[src/rtl/uart_tx_pkg.sv]
// Shared types and constants for the UART transmit frame controller.
package uart_tx_pkg;

    localparam int DATA_W = 8;

    typedef enum logic [2:0] {
        ST_IDLE   = 3'd0,
        ST_START  = 3'd1,
        ST_DATA   = 3'd2,
        ST_PARITY = 3'd3,
        ST_STOP   = 3'd4
    } state_e;

    localparam logic [1:0] MUX_START = 2'd0;
    localparam logic [1:0] MUX_STOP  = 2'd1;
    localparam logic [1:0] MUX_SER   = 2'd2;
    localparam logic [1:0] MUX_PAR   = 2'd3;

    localparam logic PAR_EVEN = 1'b0;
    localparam logic PAR_ODD  = 1'b1;

    // Even parity makes the total count of ones (data + parity) even.
    function automatic logic calc_parity(input logic [DATA_W-1:0] data, input logic par_typ);
        logic p;
        if (par_typ == PAR_ODD) begin
            p = ~^data;
        end else begin
            p = ^data;
        end
        return p;
    endfunction

endpackage

[src/rtl/uart_tx_ctrl_parity_calc.sv]
// Combinational parity generator for the byte presented at acceptance.
module parity_calc
    import uart_tx_pkg::*;
(
    input  logic [DATA_W-1:0] P_DATA,
    input  logic              PAR_TYP,
    output logic              par_bit_o
);

    assign par_bit_o = calc_parity(P_DATA, PAR_TYP);

endmodule

[src/rtl/uart_tx_ctrl.sv]
// UART TX frame controller: start/data/parity/stop sequencing and line mux.
module uart_tx_ctrl
    import uart_tx_pkg::*;
#(
    parameter int DATA_WIDTH = 8
) (
    input  logic                  CLK,
    input  logic                  RST,
    input  logic [DATA_WIDTH-1:0] P_DATA,
    input  logic                  Data_Valid,
    input  logic                  PAR_EN,
    input  logic                  PAR_TYP,
    input  logic                  ser_done,
    input  logic                  ser_data,
    output logic                  ser_en,
    output logic                  Busy,
    output logic                  TX_OUT
);

    state_e     state_q, state_d;
    logic       par_bit_q, par_bit_d;
    logic       par_en_q, par_en_d;
    logic       par_calc_s;
    logic       accept_s;
    logic [1:0] mux_sel_s;

    parity_calc u_parity_calc (
        .P_DATA    (P_DATA),
        .PAR_TYP   (PAR_TYP),
        .par_bit_o (par_calc_s)
    );

    assign accept_s = (state_q == ST_IDLE) && Data_Valid;

    // State and frame-configuration registers.
    always_ff @(posedge CLK) begin
        if (!RST) begin
            state_q   <= ST_IDLE;
            par_bit_q <= 1'b0;
            par_en_q  <= 1'b0;
        end else begin
            state_q   <= state_d;
            par_bit_q <= par_bit_d;
            par_en_q  <= par_en_d;
        end
    end

    // Next state, parity capture and state-decoded outputs.
    always_comb begin
        state_d   = state_q;
        par_bit_d = par_bit_q;
        par_en_d  = par_en_q;
        ser_en    = 1'b0;
        Busy      = 1'b1;
        mux_sel_s = MUX_STOP;

        if (accept_s) begin
            par_bit_d = par_calc_s;
            par_en_d  = PAR_EN;
        end else begin
            par_bit_d = par_bit_q;
            par_en_d  = par_en_q;
        end

        case (state_q)
            ST_IDLE: begin
                Busy      = 1'b0;
                mux_sel_s = MUX_STOP;
                if (accept_s) begin
                    state_d = ST_START;
                end else begin
                    state_d = ST_IDLE;
                end
            end
            ST_START: begin
                mux_sel_s = MUX_START;
                state_d   = ST_DATA;
            end
            ST_DATA: begin
                ser_en    = 1'b1;
                mux_sel_s = MUX_SER;
                // ser_done coincides with bit 7 on the line, so leave after this cycle.
                if (ser_done && par_en_q) begin
                    state_d = ST_PARITY;
                end else if (ser_done) begin
                    state_d = ST_STOP;
                end else begin
                    state_d = ST_DATA;
                end
            end
            ST_PARITY: begin
                mux_sel_s = MUX_PAR;
                state_d   = ST_STOP;
            end
            ST_STOP: begin
                mux_sel_s = MUX_STOP;
                state_d   = ST_IDLE;
            end
            default: begin
                Busy      = 1'b0;
                mux_sel_s = MUX_STOP;
                state_d   = ST_IDLE;
            end
        endcase
    end

    // Line mux; every source is a register (state, parity latch, serializer LSB).
    always_comb begin
        TX_OUT = 1'b1;
        case (mux_sel_s)
            MUX_START: TX_OUT = 1'b0;
            MUX_STOP:  TX_OUT = 1'b1;
            MUX_SER:   TX_OUT = ser_data;
            MUX_PAR:   TX_OUT = par_bit_q;
            default:   TX_OUT = 1'b1;
        endcase
    end

endmodule

[config.mk]
export PLATFORM = sky130hd
export DESIGN_NAME = uart_tx_ctrl
export DESIGN_NICKNAME = d
export VERILOG_FILES = /design/src/rtl/uart_tx_pkg.sv /design/src/rtl/uart_tx_ctrl_parity_calc.sv /design/src/rtl/uart_tx_ctrl.sv
export SDC_FILE = /design/constraint.sdc
export NUM_CORES = 1
export LEC_CHECK = 0
export ABC_AREA = 1
export ABC_CLOCK_PERIOD_IN_PS = 1000
export CORE_AREA = 8 8 45 47
export DETAILED_ROUTE_END_ITERATION = 16
export DIE_AREA = 0 0 53 55
export GPL_TIMING_DRIVEN = 0
export PLACE_DENSITY_LB_ADDON = 0.05
export SKIP_CTS_REPAIR_TIMING = 1
export SYNTH_ARGS = -nofsm -noshare
export SYNTH_HDL_FRONTEND = slang
export SYNTH_SLANG_ARGS = --single-unit
[constraint.sdc]
create_clock -name CLK -period 1 [get_ports CLK]
set_input_delay 0.15 -clock CLK [delete_from_list [all_inputs] [get_ports CLK]]
set_output_delay 0.15 -clock CLK [all_outputs]
set_load 0.01 [all_outputs]
# Word-level counts from Yosys, hierarchy flattened
# Cells that the tools add are included.
# word_totals
inputBits	15
output_inout_bits	3
regBits	5
word_cells	26
# classes
n_mux	9
n_reduce_logical	7
eq_ne	7
# ops
operator	n
3-bit case mux with 4 select lines	1
8-bit XNOR reduction	1
8-bit XOR reduction	1
3-bit by 2-bit equality test with 1-bit output, second input constant	2
3-bit two-way mux	2
2-bit case mux with 3 select lines	1
2-bit equality test, second input constant	2
1-bit two-way mux	4
1-bit case mux with 4 select lines	1
4-bit OR reduction	1
3-bit by 1-bit equality test with 1-bit output, second input constant	1
3-bit equality test, second input constant	1
3-bit zero test	1
2-bit by 1-bit equality test with 1-bit output, second input constant	1
1-bit logical AND	2
2-bit zero test	1

# Longest topological paths before layout
# logic_depth
ltp_word	4
depth_mapped	10
mapped_depth_nobuf	10

# Cells and area by module
# From an unflattened synthesis, not the netlist that was laid out.
# hier_totals
hier_cells	80
area_unflattened_um2	435.4
# by_module_without_submodules
mod	instances	cells_per_inst	seq_area_each_um2	area_each_um2
uart_tx_ctrl	1	42	100.1	271.5
parity_calc	1	38	0.0	163.9

# Worst setup path after synthesis
# OpenSTA, ideal clock, no wires.
# synth_path
path_kind	reg2reg
start	reg state_q[2]
end	reg state_q[0]
slack_ps	90
stages_incl_launch_ff	6
setup_ps	70
arrival_time_ps	840
period_less_slack_ps	910
path_cell_list	dfxtp_1 -> inv_2 -> nand2_1 -> nor2_1 -> nand3_1 -> a21oi_1
# synth_between
elab_chain_len	4
elab_cells_between_ends	7
cone_classes	3 x eq/ne; 2 x mux; 2 x reduce/logical
# synth_lines
item	line	source
from (decl)	uart_tx_ctrl.sv:20	state_e state_q, state_d;
from (signal assigned)	uart_tx_ctrl.sv:42	state_q <= state_d;
3-bit zero test	uart_tx_ctrl.sv:33, uart_tx_ctrl.sv:65	
1-bit logical AND	uart_tx_ctrl.sv:33	assign accept_s = (state_q == ST_IDLE) && Data_Valid;
1-bit two-way mux	uart_tx_ctrl.sv:69	if (accept_s) begin
3-bit case mux with 4 select lines *	uart_tx_ctrl.sv:65	case (state_q)
# Mark *: on every way between the ends. The rest lies on a longest branch, timed or not.
# A chain may end at the register's enable or synchronous reset.

# Worst setup path in the final report
# layout_path
start	reg state_q[1]
end	out Busy
# layout_between
elab_chain_len	3
elab_cells_between_ends	6
cone_classes	4 x eq/ne; 1 x mux; 1 x reduce/logical
# layout_lines
item	line	source
3-bit by 2-bit equality test with 1-bit output, or another cell as far along	uart_tx_ctrl.sv:65	
4-bit OR reduction (no line) *	--	
1-bit two-way mux *	uart_tx_ctrl.sv:65	
to (decl)	uart_tx_ctrl.sv:16	output logic Busy,
# Marked as above.

==> metrics <==
status=complete, but fails checks; failing checks=negative setup slack; Netlist cell types=14; Cells after DPL=slightly below 100; final hold vios=0; Final Util=0.455; share of the synthesized area in the top cell type=0.261; Area contributors post-synth=dfxtp_1 (26%), nand2_1 (21%), inv_1 (12%), nand2_2 (8.1%), nand3_1 (7.8%); Max Fclk=between 800 and 900 MHz; Slew Viols, Final=0; main combinational cell family by area after synthesis=simple AND/OR/NAND/NOR gates; First-pass DRT Iterations=4; commonest non-fill, non-tap cell in the layout=nand2_1; Clock Tree Root=clkbuf_4; clk sink count=5; CP Class=flip-flop to primary output; maximum vdd ir drop=roughly 0.35 mV; H-tree depth=1; core area=around 1400 um2; GRT busiest layer=met2; Layout Nets=103; vias in the first global route=between 300 and 400; placer congestion estimate=0.741; die width=roughly 53 um; first-pass GRT wire length=1.31 mm; vias post-DR=448; Final Worst Setup Slack=-149 ps; Crit. End Element=primary output; GR Layer Usage met3=0.0294; pre-CTS setup slack=-404 ps; dpl hpwl=between 700 and 800 um; yosys warns=0; Mapped Avg Cell Area=5.82 um2; most frequent cells in the layout=nand2_1 (21), inv_1 (12), dlymetal6s2s_1 (10); Antenna Nets Post-Route=0; DRC Markers=0; Area growth syn-to-layout=63.8%; Worst Hold Class=primary input to flip-flop; largest net degree at the start of global routing=6; post-synthesis adder-cell area fraction=0; Worst-Skew Late Latency=230 ps; layout cells sized above 1=0.207; Die Ht=55 um; TritonCTS clock tree=done; DR iter-0 viols=3; Final setup viols=3; CTS Buf Count=3; M1 GR Usage=0.0580; Die ar.=2920 um2; mux cell area share after synthesis=0; Starting Density=0.278; Inserted Diodes=0; via-per-instance ratio=around 4.3; I/O pin count=18; Syn Std Cell Area=slightly below 400 um2; critical path peak fanout=4; register area share after synthesis=0.261; Final Total Pwr=0.000651 W; Syn Nets=~80; Arr. time, crit path=1000 ps; Post-Synth XOR/XNOR Area=0.0456; max-cap violations=0; Gate Count Post-Synth=66; Longest Clk Path Bufs=2; Finished Layout Cells=just over 100; Port Buffer Count=17; Leak=approximately 0.41 nW; number of synthesized register bits=5; GR Layer Usage met2=0.0977; total grt overflow=0; simple-gate share of the synthesized area=0.453; RSZ-0062 raised after global routing=yes; FP Rows=14; skew final=0.564 ps; largest area contributor in the netlist=dfxtp_1; Rel. slew slack=0.867; compound-cell area share of the yosys netlist=0.104; clock transition at the registers of the reported paths=~40 ps; CP required=between 800 and 900 ps; final period utilization=1.15; Routed wire per std cell=around 9 um; Post-Route WL=approximately 950 um; min Tclk post-route=1150 ps; Worst-Margin Slew=200 ps; PD cells=1030 nW/um2; initial antenna violation count=0; Total GRT Usage=0.0657; CP Launch Type=flip-flop
==> critical path, stage by stage, from the launching register on <==
cell	delay, ps
dfxtp_2	340
nor2_4	150
xor2_1	140
buf_2	140
==> cell families (layout without fill, tap and decap cells) <==
family,Yosys count,after routing
flip-flops,5,5
XOR/XNOR,2,2
AO/OA/AOI/OAI,7,7
buffers and inverters,14,35
AND/OR/NAND/NOR,38,38
==> cell type report <==
class | count | area [um2]
Timing Repair Buffer | 17 | 185
Tap cell | 16 | 20.0
Inverter | 14 | 52.6
Multi-Input combinational cell | 47 | 239
Sequential cell | 5 | 106
Clock buffer | 4 | 26.3
Fill cell | 159 | 754
==> synth_stat cells (all sizes together) <==
master / count
nor2: 3
o211a: 1
a21oi: 4
dfxtp: 5
xor2: 2
nor3: 2
inv: 14
o21ai: 2
nand2: 26
nand3: 7
==> state kept, by name, summed over array words and instances, names as in the netlist <==
| signal | flops |
|---|---|
| par_en_q | 1 |
| par_bit_q | 1 |
| state_q | 3 |
==> per-layer routing <==
| metal | part of all wire | vias up |
|---|---|---|
| met5 | 0 | - |
| met4 | 0.022 | 0 |
| met3 | 0.046 | 2 |
| met2 | 0.53 | 12 |
| met1 | 0.40 | 190 |
| li1 | - | 244 |
==> final timing paths <==
kind / startpoint / endpoint / slack, ps / depth (start not counted)
hold / removal: P_DATA[7] / par_bit_q$_SDFFE_PN0P_ / 430 / 6
setup / recovery: state_q[1]$_SDFF_PN0_ / Busy / -150 / 3
hold reg to reg: par_en_q$_SDFFE_PN0P_ / par_en_q$_SDFFE_PN0P_ / 470 / 2
setup reg to reg: state_q[1]$_SDFF_PN0_ / par_bit_q$_SDFFE_PN0P_ / 40 / 5
==> power breakdown <==
| part | internal [W] | total (W) | switching [W] |
|---|---|---|---|
| Sequential | 0.000216 | 0.000229 | 0.0000136 |
| Clock | 0.000150 | 0.000223 | 0.0000730 |
| Combinational | 0.000101 | 0.000198 | 0.0000972 |
==> stage by stage <==
stage | cell area, um2 | hold WS [ps] | TNS, ps
floorplan | 384 | 282 | 0
global placement | 574 | 468 | -1520
detailed placement | 574 | 465 | -1510
CTS | 601 | 472 | -1850
global route | 629 | 464 | -673
finish | 629 | 432 | -401
Note: power is estimated with default switching activity, not from simulation.
